==> src/rtl/ifu_pkg.sv <==
// ifu_pkg -- shared definitions for the instruction-fetch controller.
//   INST_W    : instruction width
//   PC_ENTRY  : fetch PC after reset
//   PC_INC    : sequential PC increment (one 32-bit instruction)
//   fetch_state_e : fetch sequencer states (request / wait for response / hold for decode)
package ifu_pkg;

   localparam int unsigned INST_W   = 32;
   localparam logic [63:0] PC_ENTRY = 64'h0000_0000_8000_0000;
   localparam int unsigned PC_INC   = 4;

   typedef enum logic [1:0] {
      ST_REQ  = 2'd0,
      ST_WAIT = 2'd1,
      ST_OUT  = 2'd2
   } fetch_state_e;

endpackage

==> src/rtl/ifu_pc_gen.sv <==
// ifu_pc_gen -- fetch PC register and next-PC selection.
// Ports:
//   clk, rst      : clock, asynchronous active-high reset (pc -> PC_ENTRY)
//   sel_redirect  : load redirect_pc (wins over sel_inc)
//   sel_inc       : advance pc by PC_INC, wrapping modulo 2^WIDTH
//   redirect_pc   : redirect target
//   pc            : current fetch PC
module ifu_pc_gen #(
   parameter int unsigned      WIDTH    = 64,
   parameter logic [WIDTH-1:0] PC_ENTRY = WIDTH'(ifu_pkg::PC_ENTRY)
) (
   input  logic             clk,
   input  logic             rst,
   input  logic             sel_redirect,
   input  logic             sel_inc,
   input  logic [WIDTH-1:0] redirect_pc,
   output logic [WIDTH-1:0] pc
);
   import ifu_pkg::*;

   logic [WIDTH-1:0] pc_reg;
   logic [WIDTH-1:0] pc_next;

   always_comb begin
      pc_next = pc_reg;
      if (sel_redirect)
         pc_next = redirect_pc;
      else if (sel_inc)
         pc_next = pc_reg + WIDTH'(PC_INC);
   end

   always_ff @(posedge clk or posedge rst) begin
      if (rst)
         pc_reg <= PC_ENTRY;
      else
         pc_reg <= pc_next;
   end

   assign pc = pc_reg;

endmodule

==> src/rtl/ifu_fetch_ctrl.sv <==
// ifu_fetch_ctrl -- single-outstanding instruction fetch sequencer.
// Issues one imem request at pc, waits for its response, holds the
// instruction for decode, then advances pc by 4. A redirect has priority
// in every state; a response already in flight when a redirect arrives is
// dropped via the kill flag so decode never sees a wrong-path instruction.
// Ports:
//   clk, rst                       : clock, asynchronous active-high reset
//   redirect_valid, redirect_pc    : branch redirect
//   imem_req_valid/ready/addr      : request channel (addr = pc)
//   imem_rsp_valid/data            : response channel (one per accepted request)
//   inst_valid/ready, inst_pc/data : instruction handed to decode
//   pc                             : current fetch PC
//   inst_misalign                  : only with IFU_MISALIGN_CHECK_EN defined;
//                                    marks a non-fetched misaligned-PC entry
module ifu_fetch_ctrl #(
   parameter int unsigned       WIDTH    = 64,
   parameter int unsigned       INST_W   = ifu_pkg::INST_W,
   parameter logic [WIDTH-1:0]  PC_ENTRY = WIDTH'(ifu_pkg::PC_ENTRY)
) (
   input  logic              clk,
   input  logic              rst,
   input  logic              redirect_valid,
   input  logic [WIDTH-1:0]  redirect_pc,
   output logic              imem_req_valid,
   input  logic              imem_req_ready,
   output logic [WIDTH-1:0]  imem_req_addr,
   input  logic              imem_rsp_valid,
   input  logic [INST_W-1:0] imem_rsp_data,
   output logic              inst_valid,
   input  logic              inst_ready,
   output logic [WIDTH-1:0]  inst_pc,
   output logic [INST_W-1:0] inst_data,
   output logic [WIDTH-1:0]  pc
`ifdef IFU_MISALIGN_CHECK_EN
   ,
   output logic              inst_misalign
`endif
);
   import ifu_pkg::*;

   fetch_state_e      state_reg;
   logic              kill_reg;
   logic [WIDTH-1:0]  inst_pc_reg;
   logic [INST_W-1:0] inst_data_reg;
   logic              sel_inc;
   logic              pc_ok;

`ifdef IFU_MISALIGN_CHECK_EN
   logic misalign_reg;
   assign pc_ok         = (pc[1:0] == 2'b00);
   assign inst_misalign = misalign_reg;
`else
   assign pc_ok = 1'b1;
`endif

   // Sequential advance only when decode takes the held instruction and
   // no redirect overrides it.
   assign sel_inc = (state_reg == ST_OUT) && !redirect_valid && inst_ready;

   ifu_pc_gen #(
      .WIDTH    (WIDTH),
      .PC_ENTRY (PC_ENTRY)
   ) u_pc_gen (
      .clk          (clk),
      .rst          (rst),
      .sel_redirect (redirect_valid),
      .sel_inc      (sel_inc),
      .redirect_pc  (redirect_pc),
      .pc           (pc)
   );

   // State resets to REQ, so the request strobe is also masked by rst to
   // stay quiet while reset is held.
   assign imem_req_valid = (state_reg == ST_REQ) && !rst && pc_ok;
   assign imem_req_addr  = pc;
   assign inst_valid     = (state_reg == ST_OUT) && !rst;
   assign inst_pc        = inst_pc_reg;
   assign inst_data      = inst_data_reg;

   always_ff @(posedge clk or posedge rst) begin
      if (rst) begin
         state_reg     <= ST_REQ;
         kill_reg      <= 1'b0;
         inst_pc_reg   <= '0;
         inst_data_reg <= '0;
`ifdef IFU_MISALIGN_CHECK_EN
         misalign_reg  <= 1'b0;
`endif
      end else begin
         case (state_reg)
            ST_REQ: begin
               // A redirect cancels any same-cycle handshake; pc_gen loads the target.
               if (!redirect_valid) begin
                  if (!pc_ok) begin
`ifdef IFU_MISALIGN_CHECK_EN
                     state_reg     <= ST_OUT;
                     inst_pc_reg   <= pc;
                     inst_data_reg <= '0;
                     misalign_reg  <= 1'b1;
`endif
                  end else if (imem_req_ready) begin
                     state_reg <= ST_WAIT;
                     kill_reg  <= 1'b0;
                  end
               end
            end
            ST_WAIT: begin
               if (redirect_valid) begin
                  if (imem_rsp_valid) begin
                     kill_reg  <= 1'b0;
                     state_reg <= ST_REQ;
                  end else begin
                     // Response still in flight belongs to the old path.
                     kill_reg <= 1'b1;
                  end
               end else if (imem_rsp_valid) begin
                  if (kill_reg) begin
                     kill_reg  <= 1'b0;
                     state_reg <= ST_REQ;
                  end else begin
                     inst_data_reg <= imem_rsp_data;
                     inst_pc_reg   <= pc;
`ifdef IFU_MISALIGN_CHECK_EN
                     misalign_reg  <= 1'b0;
`endif
                     state_reg     <= ST_OUT;
                  end
               end
            end
            ST_OUT: begin
               if (redirect_valid || inst_ready)
                  state_reg <= ST_REQ;
            end
            default: state_reg <= ST_REQ;
         endcase
      end
   end

endmodule

==> config.mk <==
export PLATFORM = sky130hd
export DESIGN_NAME = ifu_fetch_ctrl
export DESIGN_NICKNAME = d
export VERILOG_FILES = /design/src/rtl/ifu_pkg.sv /design/src/rtl/ifu_pc_gen.sv /design/src/rtl/ifu_fetch_ctrl.sv
export SDC_FILE = /design/constraint.sdc
export NUM_CORES = 1
export LEC_CHECK = 0
export CELL_PAD_IN_SITES_DETAIL_PLACEMENT = 2
export CELL_PAD_IN_SITES_GLOBAL_PLACEMENT = 2
export CORE_ASPECT_RATIO = 2
export CORE_MARGIN = 5
export CORE_UTILIZATION = 26
export DETAILED_ROUTE_END_ITERATION = 16
export MAX_ROUTING_LAYER = met4
export PLACE_DENSITY_LB_ADDON = 0.15
export SYNTH_ARGS = -nofsm -noshare
export SYNTH_HDL_FRONTEND = slang
export SYNTH_SLANG_ARGS = --single-unit
==> constraint.sdc <==
create_clock -name clk -period 6.51 [get_ports clk]
set_input_delay 1.302 -clock clk [delete_from_list [all_inputs] [get_ports clk]]
set_output_delay 1.302 -clock clk [all_outputs]
set_load 0.02 [all_outputs]
; ---- Word level (Yosys, flattened, before mapping)
; Index checks and enable logic that the tools add are counted.
[totals]
reg_bits = 163
in_bits = 102
out_inout_bits = 226
elab_cells = 44
[classes]
addsub = 1
eq_ne = 7
mux = 16
n_bitwise = 2
reduce_logical = 13
[ops]
columns = op, count
row1 = $mux W64, 2
row2 = $add A64 B3 Y64 const B, 1
row3 = $mux W2, 7
row4 = $reduce_and A4 Y1, 3
row5 = $ne A2 B2 Y1 const B, 3
row6 = $pmux W2 S3, 1
row7 = $mux W1, 5
row8 = $logic_and A1 B1 Y1, 4
row9 = $reduce_bool A2 Y1, 2
row10 = $ne A3 B3 Y1 const B, 1
row11 = $eq A2 B1 Y1 const B, 1
row12 = $eq A2 B2 Y1 const B, 1
row13 = $logic_not A1 Y1, 2
row14 = $logic_not A2 Y1, 1
row15 = $ne A2 B1 Y1 const B, 1
row16 = $not A1 Y1, 2
row17 = $pmux W1 S2, 1
row18 = $logic_or A1 B1 Y1, 1

; ---- Logic depth before layout (Yosys ltp)
; Gate-level depths: netlist (run 1).
[logic_depth]
ltp_word = 5
depth_mapped = 7
depth_no_buf = 6

; ---- Modules after synthesis
; A second synthesis (run 1) with hierarchy kept.
[unflattened]
hier_cells = 726
hier_area_um2 = 8099.0
[by_module_without_submodules]
columns = mod, instances, cells_each, area_per_inst_um2, seq_area_each_um2
row1 = ifu_fetch_ctrl, 1, 286, 4366.7, 2477.4
row2 = ifu_pc_gen, 1, 440, 3732.3, 1602.8

; ---- Least setup slack after synthesis (run 1)
; No wires, ideal clock.
[synth_timing]
path_kind = input-to-output
startpoint = input rst
endpoint = output imem_req_valid
arrival_ns = 1.757
required_time_ns = 5.208
path_slack_ns = 3.451
path_stages = 1
n_path_buf = 0
cell_sequence = nor3_1
[synth_between]
elab_chain_len = 2
[synth_rtl]
columns = item, line_no
row1 = start: declaration, ifu_fetch_ctrl.sv:21  ; input logic rst,
row2 = $logic_not A1 Y1 (no source line), -
row3 = $logic_and A1 B1 Y1, ifu_fetch_ctrl.sv:74  ; assign imem_req_valid = (state_reg == ST_REQ) && !rst && pc_ok;
row4 = end: declaration, ifu_fetch_ctrl.sv:24  ; output logic imem_req_valid,
; No other way between the ends.

; ---- Worst setup path after layout (run 1)
; Same ends and word-level chain as after synthesis.

==> flow_metrics.tcl, run 1 <==
set metrics [dict create \
    max_slew_margin_pct 31.9 \
    cts_buffers 17 \
    worst_slack_ps 2620 \
    critPathKind "input port to output pin" \
    synth_ff_type "dfrtp_1" \
    yosys.area.top_type "dfrtp_1" \
    final_max_slew_viol_count 0 \
    critPathMostFrequentCell "clkdlybuf4s50_1" \
    cts_sinks 163 \
    drtIter0Drc 167 \
    grt_max_degree 75 \
    fillerInstances 3249 \
    finClkSkew_ps 9.90 \
    drtPass1Iterations 4 \
    powerDensity_nw_per_um2 372 \
    critPathTopFamily "buffers and inverters" \
    dp_slack_ps 2450 \
    ys_seq_area_share_pct 50.7 \
    status "complete, no violations" \
    avgSynthCellArea_um2 10.9 \
    grtUsageMet3_pct 4.27 \
    synth_nets 841 \
    place_area_um2 11200 \
    period_share_pct 59.8 \
    die_w_um 134 \
    drive_above_1_share_pct 15.4 \
    finalHoldViolCount 0 \
    drc 0 \
    multiInputGateArea_um2 3340 \
    cts.htree.levels 4 \
    dp_cells 1349 \
    worstPathMaxFanout 3 \
    setup_tns_ps 0 \
    fin_crit_ps 3890 \
    synth_top_area_share_pct 50.4 \
    path_clk_slew_ps 70 \
    async_flop_share_pct 100 \
    syn-cell-area_um2 8050 \
    grt_antenna_before_repair 1 \
    cp.arrival_ps 2590 \
    max_stage_delay_ps 630 \
    cts_setup_buffers 0 \
    leakage_nw 4.66 \
    totalWireLength_um 31100 \
    netlist_instances 738 \
    die-area_um2 34800 \
    rows 91 \
    grt_pass1_vias 7730 \
    finalNetCount 1099 \
    ir_worst_vdd_v 0.000189 \
    synth_commonest_cells "dfrtp_1, mux2_2, nand2_1" \
    place.gp.congestion 0.765 \
    busiest_layer "met2" \
    ctsHoldBuffers 0 \
    cp_num_buf_inv 2 \
    hp-class "flip-flop to flip-flop" \
    ys_ff_latch 163 \
    worstSetupEndpointType "output pin" \
    finalSetupViolCount 0 \
    grt_pass1_wl_um 47800 \
    synth_edf_count 0 \
    num_vias 6840 \
    yosysMostFrequentCell "dfrtp_1" \
    ctsRootBufferMaster "clkbuf_16" \
    start_util_pct 26.2 \
    cts_tree "yes" \
    grt.overflow.total 0 \
    max_cap_viol_count 0 \
    crit_path_cell_trace "clkdlybuf4s50_1 -> nor3_1 -> clkdlybuf4s50_1" \
    core_um2 30700 \
    use_met2_pct 35.9 \
    clock_path_buffers 2 \
    whs_ps 492 \
    synth.distinct_cells 53 \
    vias_per_cell 4.95 \
    seqCellArea_um2 4080 \
    ioPinCount 328 \
    yosys-top-cells-area "dfrtp_1, mux2_2, buf_4" \
    tightestPinTransition_ps 1020 \
    yosysWarnings 0 \
    rsz0062_at_grt "false" \
    slowest_stage "clkdlybuf4s50_1" \
    dpl.hpwl_um 23700 \
    grt_usage_pct 18.7 \
    cp.required_ps 5210 \
    fin_cells 1382 \
    syn_to_final_growth_pct 48.1 \
    critPathLaunchType "input port" \
    drtAntennaViolNets 0 \
    gr-usage-met1_pct 18.2 \
    fmax_ghz 0.257 \
    port_buffers 327 \
    die_y_um 259 \
    ctsResizeCount 0 \
    finalInstanceArea_um2 11900 \
    insertion_delay_ps 440 \
    wire_per_inst_um 22.5 \
]
-- cells by family after synthesis --
group / count (synthesis) / share of synthesized area (%)
simple gates: 247 / 17.0
flops: 163 / 50.7
buf+inv: 103 / 7.85
mux: 102 / 14.2
compound gates: 83 / 5.84
xor+xnor: 39 / 4.24
fa+ha+maj: 1 / 0.155
-- cells in the final DEF (no fill, tap or decap), drive strengths merged, types with 12 or more instances in the layout --
master and count:
xor2 27, dfrtp 162, clkdlybuf4s50 326, or3 13
clkbuf 21, nand3 29, nor3 16, nand4 38
nor2 26, nand2 69, mux2 97, a31oi 14
o21ai 54, nor4 15, xnor2 12
-- worst min-delay path: cells and delay by family (launching register included) --
kind | cells | cell delay (ps)
AND/OR/NAND/NOR | 1 | 50
flip-flops | 1 | 350
AO/OA/AOI/OAI | 1 | 60
-- path summary, 6_finish.rpt --
check / from / end / slack (ps) / depth (start not counted)
worst max-delay path: rst / imem_req_valid / 2620 / 3
worst min-delay path: inst_pc[50] / inst_pc[50] / 490 / 2
worst max register to register: u_pc_gen.pc[8] / u_pc_gen.pc[52] / 3330 / 5
worst min register to register: inst_pc[50] / inst_pc[50] / 490 / 2
max in group asynchronous: rst / inst_pc[39] / 3940 / 3
min in group asynchronous: rst / state_reg[0] / 1400 / 2
-- area by class of cell --
type / count / area share (%)
antenna: 1 / 0.0210
clock buffer: 21 / 3.95
clock inverter: 11 / 1.66
inverter: 8 / 0.294
multi-input combinational: 472 / 28.1
sequential: 163 / 34.2
tap: 372 / 3.91
timing repair buffer: 334 / 27.9
-- layer usage --
layer	part of all wire [%]	routed length (µm)	vias up
met2	59	18200	209
met3	4.8	1490	35
met5	0	0	-
met4	1.9	602	0
met1	35	10800	3494
li1	-	-	3102
-- power by group --
part | switching, W | total [W] | leakage, nW | internal (W)
registers | 0.000231 | 0.00156 | 1.95 | 0.00133
clock network | 0.000441 | 0.00116 | 0.324 | 0.000715
logic | 0.000821 | 0.00171 | 2.38 | 0.000889
total | 0.00149 | 0.00443 | 4.66 | 0.00294
-- through the flow --
step | utilization, % | total power [W]
4_1_cts | 38.8 | 0.00452
6_report | 38.8 | 0.00443
5_1_grt | 38.8 | 0.00466
2_1_floorplan | - | 0.00239
3_3_place_gp | 36.6 | 0.00329
3_5_place_dp | 36.6 | 0.00333
Power figures use the tool's default switching activity.
==> inputs of run 2 (changes only) <==
Settings changed: CORE_UTILIZATION 26 to 24.
Clock period 6.51 ns to 3.3 ns, I/O delays scaled along.
==> flow_metrics.tcl, run 2 (synthesized netlist as in run 1, its figures left out) <==
set metrics [dict create \
    dp_cells 1433 \
    fillerInstances 3550 \
    drive_above_1_share_pct 17.0 \
    finClkSkew_ps 10.7 \
    grt_usage_pct 17.6 \
    ctsRootBufferMaster "clkbuf_16" \
    powerDensity_nw_per_um2 701 \
    worst_slack_ps 678 \
    core_um2 33400 \
    cp.required_ps 2640 \
    critPathTopFamily "buffers and inverters" \
    cp.arrival_ps 1960 \
    finalSetupViolCount 0 \
    multiInputGateArea_um2 3340 \
    critPathMostFrequentCell "clkdlybuf4s50_1" \
    fin_crit_ps 2620 \
    critPathLaunchType "input port" \
    totalWireLength_um 32300 \
    final_max_slew_viol_count 0 \
    max_slew_margin_pct 47.7 \
    drtAntennaViolNets 0 \
    fin_cells 1466 \
    seqCellArea_um2 4080 \
    grt.overflow.total 0 \
    ctsHoldBuffers 0 \
    rows 95 \
    start_util_pct 24.1 \
    grt_max_degree 56 \
    drtPass1Iterations 4 \
    grt_pass1_vias 7796 \
    status "complete, no violations" \
    finalNetCount 1119 \
    vias_per_cell 4.69 \
    cts_tree "yes" \
    drtIter0Drc 131 \
    hold_path_startpoint "inst_pc[50]" \
    ioPinCount 328 \
    cts_buffers 17 \
    worstReg2RegEnd "u_pc_gen.pc[52]" \
    max_cap_viol_count 0 \
    finalHoldViolCount 0 \
    port_buffers 327 \
    path_clk_slew_ps 60 \
    finalInstanceArea_um2 12100 \
    wire_per_inst_um 22.0 \
    rsz0062_at_grt "false" \
    setup_tns_ps 0 \
    slowest_stage "clkdlybuf4s50_1" \
    place.gp.congestion 0.749 \
    r2r_setup_slack_ps 760 \
    tightestPinTransition_ps 785 \
    leakage_nw 4.71 \
    clock_path_buffers 2 \
    place_area_um2 11500 \
    fmax_ghz 0.381 \
    cp_num_buf_inv 2 \
    worstSetupEndpointType "output pin" \
    cts_setup_buffers 0 \
    cts.htree.levels 4 \
    final_common_cell "clkdlybuf4s50_1" \
    die_y_um 269 \
    min_path_cells 2 \
    dp_slack_ps 409 \
    ir_worst_vdd_v 0.000359 \
    num_vias 6875 \
    cts_sinks 163 \
    crit_path_cell_trace "clkdlybuf4s50_1 -> nor3_1 -> clkdlybuf4s50_1" \
    dpl.hpwl_um 25000 \
    syn_to_final_growth_pct 49.8 \
    grt_pass1_wl_um 48600 \
    period_share_pct 79.5 \
    insertion_delay_ps 450 \
    hp-class "flip-flop to flip-flop" \
    die_w_um 140 \
    most-common-layout-cells "clkdlybuf4s50_1, dfrtp_1, mux2_2" \
    critPathKind "input port to output pin" \
    ctsResizeCount 0 \
    drc 0 \
    die-area_um2 37500 \
    worstPathMaxFanout 3 \
    whs_endpoint "inst_pc[50]" \
    worstRegToRegCells 5 \
    max_stage_delay_ps 640 \
    timing.rr.start "u_pc_gen.pc[38]" \
    grt_antenna_before_repair 1 \
]
run 2: changes by cell type in the layout (fill, tap and decap cells not counted):
cell / previous run / this run
buf_12: 0 / 2
clkbuf_8: 3 / 0
clkinvlp_4: 1 / 5
clkinv_4: 3 / 1
inv_6: 2 / 5
buf_4: 8 / 26
bufinv_16: 5 / 1
clkinv_2: 1 / 3
run 2: where the power goes:
| part | internal (W) | total, W | switching (W) |
|---|---|---|---|
| logic | 0.00177 | 0.00341 | 0.00164 |
| registers | 0.00263 | 0.00307 | 0.000445 |
| clock network | 0.00105 | 0.00197 | 0.000919 |
run 2: cell type report:
type,count,share of cell area (%)
Clock inverter,14,1.06
Clock buffer,18,3.56
Inverter,8,0.280
Antenna cell,1,0.0207
Sequential cell,163,33.8
Tap cell,436,4.52
Timing Repair Buffer,354,29.0
Multi-Input combinational cell,472,27.7
run 2: per-layer routing:
layer	track usage, %	up-vias	part of all wire, %
met4	4.63	0	1.4
li1	-	3135	-
met5	-	-	0
met3	3.76	25	4.4
met1	16.9	3516	35
met2	34.9	199	59
run 2: stage by stage:
step	hold slack [ps]	utilization [%]	power (W)
finish	489	36.1	0.00845
global route	518	36.1	0.00891
floorplan	528	-	0.00472
CTS	498	36.1	0.00864
global placement	467	34.4	0.00653
detailed placement	483	34.4	0.00660
run 2: how the worst max path moves through the flow:
stage                    start              end  slack, ps  cells after the start
2_1_floorplan              rst     inst_data[0]        570                      1
3_3_place_gp        inst_ready  u_pc_gen.pc[53]        460                      6
3_5_place_dp        inst_ready  u_pc_gen.pc[55]        410                      6
4_1_cts                    rst   imem_req_valid        660                      3
5_1_grt        u_pc_gen.pc[38]  u_pc_gen.pc[52]        540                      5
6_report                   rst   imem_req_valid        680                      3
run 2: worst reg2reg max path, cell delays in order, from the launching register on:
cell	delay [ps]
dfrtp_1	520
nand4_1	300
nor4_2	610
nand4_1	410
or3_1	450
a31oi_1	170
==> patch 1, RTL diff (config.mk and constraints of run 2) <==
Build with the macro `IFU_MISALIGN_CHECK_EN` defined.
--- a/src/rtl/ifu_fetch_ctrl.sv
+++ b/src/rtl/ifu_fetch_ctrl.sv
@@ -12,6 +12,8 @@
 //   pc                             : current fetch PC
 //   inst_misalign                  : only with IFU_MISALIGN_CHECK_EN defined;
 //                                    marks a non-fetched misaligned-PC entry
+`define IFU_MISALIGN_CHECK_EN
+
 module ifu_fetch_ctrl #(
    parameter int unsigned       WIDTH    = 64,
    parameter int unsigned       INST_W   = ifu_pkg::INST_W,
Function (old outputs only; new: inst_misalign): changed (a bounded check fails within 4 cycles, from zero or initial values and one cycle with rst high).
==> patch 1 against run 2 <==
  * Combinational power shrank 37%
  * Via count grew 11%
  * Design area grew 0.43%
  * Sequential power shrank 15%
  * Sequential cell count grew 1
  * Power shrank 18%
  * Critical path depth grew 3
  * Utilization grew 0.67 points
  * Wire length grew 5.2%
  * Area after synthesis shrank 0.53%
  * First-iteration DRC count grew 53%
  * Sequential share of layout area grew 0.063 points
  * Setup slack lost 0.22 ns
  * Die area shrank 0.50%
==> patch 1: results <==
# TYPE chip_impl_metric gauge
chip_impl_info{name="run_status",value="complete, no violations"} 1
chip_impl_metric{name="leakage",unit="nW"} 5.033
chip_impl_metric{name="place.gp.congestion",unit=""} 0.7655
chip_impl_metric{name="inverters_excl_clock",unit=""} 12
chip_impl_metric{name="synth_cell_type_count",unit=""} 46
chip_impl_metric{name="setup_ws",unit="ns"} 0.4598
chip_impl_metric{name="port_buffers",unit=""} 328
chip_impl_info{name="worstHoldStart",value="redirect_valid"} 1
chip_impl_metric{name="power.combinational.total",unit="mW"} 2.14
chip_impl_info{name="timing.critical_path.max_delay_family",value="simple AND/OR/NAND/NOR gates"} 1
chip_impl_metric{name="power.internal",unit="mW"} 4.547
chip_impl_metric{name="clock_power",unit="mW"} 2.15
chip_impl_info{name="netlist_top_cells_count",value="sky130_fd_sc_hd__nand2_1, sky130_fd_sc_hd__dfrtp_1, sky130_fd_sc_hd__buf_4"} 1
chip_impl_metric{name="critPathArrivalTime",unit="ns"} 3.22
chip_impl_metric{name="final_layout_size_suffix_gt1_share",unit="%"} 7.112
chip_impl_metric{name="peakVddDrop",unit="mV"} 0.3397
chip_impl_metric{name="design.seq.count",unit=""} 164
chip_impl_metric{name="placedInstanceArea",unit="sq mm"} 0.01149
chip_impl_metric{name="synth.yosys.seq_area_share",unit="%"} 51.27
chip_impl_metric{name="synth_nets",unit=""} 987
chip_impl_info{name="holdPathEnd",value="u_pc_gen.pc[45]"} 1
chip_impl_metric{name="flip_flop_and_latch_share_of_the_layout_cell_area",unit="%"} 33.89
chip_impl_metric{name="place_ws",unit="ns"} 0.08189
chip_impl_metric{name="synth_cells",unit=""} 884
chip_impl_metric{name="finalHoldWorstSlack",unit="ns"} 0.4699
chip_impl_metric{name="post-route-cell-area",unit="sq mm"} 0.01211
chip_impl_metric{name="nonClkBufAreaFrac",unit="%"} 29.87
chip_impl_metric{name="synthesis.area_per_instance",unit="sq um"} 9.058
chip_impl_metric{name="worst_clock_skew",unit="ns"} 0.009735
chip_impl_info{name="crit_path_top_delay_cell",value="sky130_fd_sc_hd__or4_1"} 1
chip_impl_metric{name="first_global_vias",unit=""} 8570
chip_impl_info{name="hold_path.class",value="in2reg"} 1
chip_impl_metric{name="fillers",unit=""} 3610
chip_impl_metric{name="reg2regPathDepth",unit=""} 6
patch 1: changes by cell type after synthesis, moves of 12 or more:
cell                              run 2  this run
sky130_fd_sc_hd__nand4_1             37        23
sky130_fd_sc_hd__or4_1                5        22
sky130_fd_sc_hd__mux2_2              97         4
sky130_fd_sc_hd__nand2_1             69       256
sky130_fd_sc_hd__xnor2_1             12        24
sky130_fd_sc_hd__xor2_1              27        11
sky130_fd_sc_hd__a22o_1               0        32
sky130_fd_sc_hd__clkbuf_1            24        47
patch 1: cell families after synthesis:
group,count (synthesis),share of synthesized area (%)
simple gates,422,24.23
flops,164,51.27
buf+inv,129,9.125
compound gates,128,10.70
xor+xnor,35,3.828
mux,5,0.6875
fa+ha+maj,1,0.1562
patch 1: per-layer routing:
metal  up-vias  wire length (um)  GRT usage (%)
li1       3521                 -              -
met1      3821             12370          18.60
met2       231             19380          35.72
met3        41              1468          3.882
met4         0               754          5.823
met5         -                 0              -
==> patch 2, RTL diff (flow settings as in run 2) <==
Without the edit above. Encoding of `fetch_state_e`: now one-hot (3 bits for 3 states).
--- a/src/rtl/ifu_pkg.sv
+++ b/src/rtl/ifu_pkg.sv
@@ -9,10 +9,10 @@
    localparam logic [63:0] PC_ENTRY = 64'h0000_0000_8000_0000;
    localparam int unsigned PC_INC   = 4;
 
-   typedef enum logic [1:0] {
-      ST_REQ  = 2'd0,
-      ST_WAIT = 2'd1,
-      ST_OUT  = 2'd2
+   typedef enum logic [2:0] {
+      ST_REQ  = 3'b001,
+      ST_WAIT = 3'b010,
+      ST_OUT  = 3'b100
    } fetch_state_e;
 
 endpackage
Behaviour: same outputs for any inputs over 4 cycles, from zero or initial values and one cycle with rst high; so few cycles prove little.
==> patch 2 against run 2 <==
  * Setup slack worse by 0.26 ns
  * Design area fell by 0.76%
  * Sequential power decreased by 15%
  * Fmax shrank 9.0%
  * Area after synthesis down 1.7%
  * Sequential cell count up 1
  * Via count down 4.1%
  * Wire length is 3.6% lower
  * Power is 22% lower
  * Largest cell class unchanged
==> patch 2: results <==
# TYPE chip_impl_metric gauge
chip_impl_info{name="netlist_top_cells_count",value="sky130_fd_sc_hd__dfrtp_1, sky130_fd_sc_hd__mux2_2, sky130_fd_sc_hd__buf_4"} 1
chip_impl_metric{name="post-dp-hpwl",unit="um"} 23740
chip_impl_metric{name="synth_cell_type_count",unit=""} 41
chip_impl_metric{name="drt_iter0_drc",unit=""} 163
chip_impl_metric{name="synthesis.area_per_instance",unit="sq um"} 11.18
chip_impl_info{name="worstHoldStart",value="inst_pc[54]"} 1
chip_impl_metric{name="peakVddDrop",unit="mV"} 0.3524
chip_impl_metric{name="fillers",unit=""} 3596
chip_impl_metric{name="finalHoldWorstSlack",unit="ns"} 0.4910
chip_impl_metric{name="synth.yosys.seq_area_share",unit="%"} 51.90
chip_impl_info{name="timing.rr.start",value="u_pc_gen.pc[31]"} 1
chip_impl_metric{name="instances_no_fill",unit=""} 1432
chip_impl_info{name="rr_endpoint",value="u_pc_gen.pc[42]"} 1
chip_impl_metric{name="leakage",unit="nW"} 4.943
chip_impl_metric{name="reg2regPathDepth",unit=""} 6
chip_impl_metric{name="maximum_number_of_pins_on_one_net_before_global_route_repair",unit=""} 80
chip_impl_metric{name="critPathArrivalTime",unit="ns"} 2.22
chip_impl_metric{name="rrSetupSlack",unit="ns"} 0.75
chip_impl_metric{name="detailroute.wirelength.met2",unit="um"} 19220
chip_impl_info{name="holdPathEnd",value="inst_pc[54]"} 1
chip_impl_metric{name="detail_route_met3_wl",unit="um"} 932
chip_impl_metric{name="yosys_warnings",unit=""} 0
chip_impl_metric{name="via_count",unit=""} 6592
chip_impl_metric{name="worst_clock_skew",unit="ns"} 0.01149
chip_impl_metric{name="m1WireLength",unit="um"} 10220
chip_impl_info{name="cts_root_buf",value="sky130_fd_sc_hd__clkbuf_16"} 1
chip_impl_metric{name="first_global_vias",unit=""} 7424
chip_impl_metric{name="overall_fraction_of_global_route_tracks_in_use",unit="%"} 17.38
chip_impl_metric{name="grt_antenna_before_repair",unit=""} 2
chip_impl_metric{name="final_layout_size_suffix_gt1_share",unit="%"} 17.54
chip_impl_metric{name="port_buffers",unit=""} 327
chip_impl_metric{name="routed_wirelength",unit="um"} 31110
chip_impl_info{name="synthTopCellsByArea",value="sky130_fd_sc_hd__dfrtp_1, sky130_fd_sc_hd__mux2_2, sky130_fd_sc_hd__buf_4"} 1
chip_impl_metric{name="place.gp.congestion",unit=""} 0.7131
chip_impl_metric{name="timing.slew.headroom",unit="%"} 55.20
chip_impl_metric{name="placedInstanceArea",unit="sq mm"} 0.01138
chip_impl_metric{name="synth_nets",unit=""} 811
chip_impl_metric{name="finalNetCount",unit=""} 1088
chip_impl_info{name="run_status",value="complete, no violations"} 1
patch 2: cell types whose count changed after synthesis, moves of 9 or more:
cell	before	now
sky130_fd_sc_hd__a31oi_1	14	26
sky130_fd_sc_hd__nor4_1	11	2
sky130_fd_sc_hd__o31ai_1	1	11
sky130_fd_sc_hd__nor3_1	16	1
sky130_fd_sc_hd__nand4_1	37	17
sky130_fd_sc_hd__nor2_1	26	37
patch 2: cells by family (layout without fill, tap and decap cells):
family          after synthesis  count (layout)  share of synthesized area (%)
simple gates                210             210                          15.20
mux                          97              97                          13.79
xor+xnor                     33              33                          3.653
other cells                   0               2                              0
flops                       164             164                          51.90
fa+ha+maj                     1               1                         0.1581
compound gates               99              99                          7.195
buf+inv                     104             394                          8.112
patch 2: power by group:
group	total, mW	internal [mW]	switching, mW
sequential	2.61	2.33	0.274
combinational	1.98	1.01	0.970
clock	2.03	1.08	0.949
patch 2: area by class of cell:
class	count	area share (%)
Antenna cell	2	0.04181
Clock buffer	18	3.669
Clock inverter	14	1.233
Inverter	8	0.2822
Multi-Input combinational cell	440	26.54
Sequential cell	164	34.31
Tap cell	432	4.516
Timing Repair Buffer	354	29.41
patch 2: worst max-delay path by stage:
stage	to	cells after the start	start	slack (ns)
detailed placement	u_pc_gen.pc[62]	6	inst_ready	0.12
global route	imem_req_valid	3	rst	0.32
finish	imem_req_valid	3	rst	0.42
floorplan	inst_data[0]	1	rst	0.56
CTS	imem_req_valid	3	rst	0.39
global placement	u_pc_gen.pc[42]	7	inst_ready	0.18
patch 2: worst max-delay path, cell delays in order:
cell and delay [ns]:
sky130_fd_sc_hd__clkdlybuf4s50_1 0.52, sky130_fd_sc_hd__nor4b_1 0.31, sky130_fd_sc_hd__clkdlybuf4s50_1 0.73
patch 2: per-stage QoR:
stage / util (%) / setup slack [ns]
after floorplan: - / 0.5568
after global placement: 34.80 / 0.1839
after detailed placement: 34.80 / 0.1211
after CTS: 36.60 / 0.3946
after global routing: 36.61 / 0.3220
final: 36.61 / 0.4172
patch 2: layer usage:
layer | vias up | GRT usage [%]
li1 | 2997 | -
met1 | 3398 | 15.84
met2 | 164 | 35.44
met3 | 33 | 3.048
met4 | 0 | 5.908
met5 | - | -
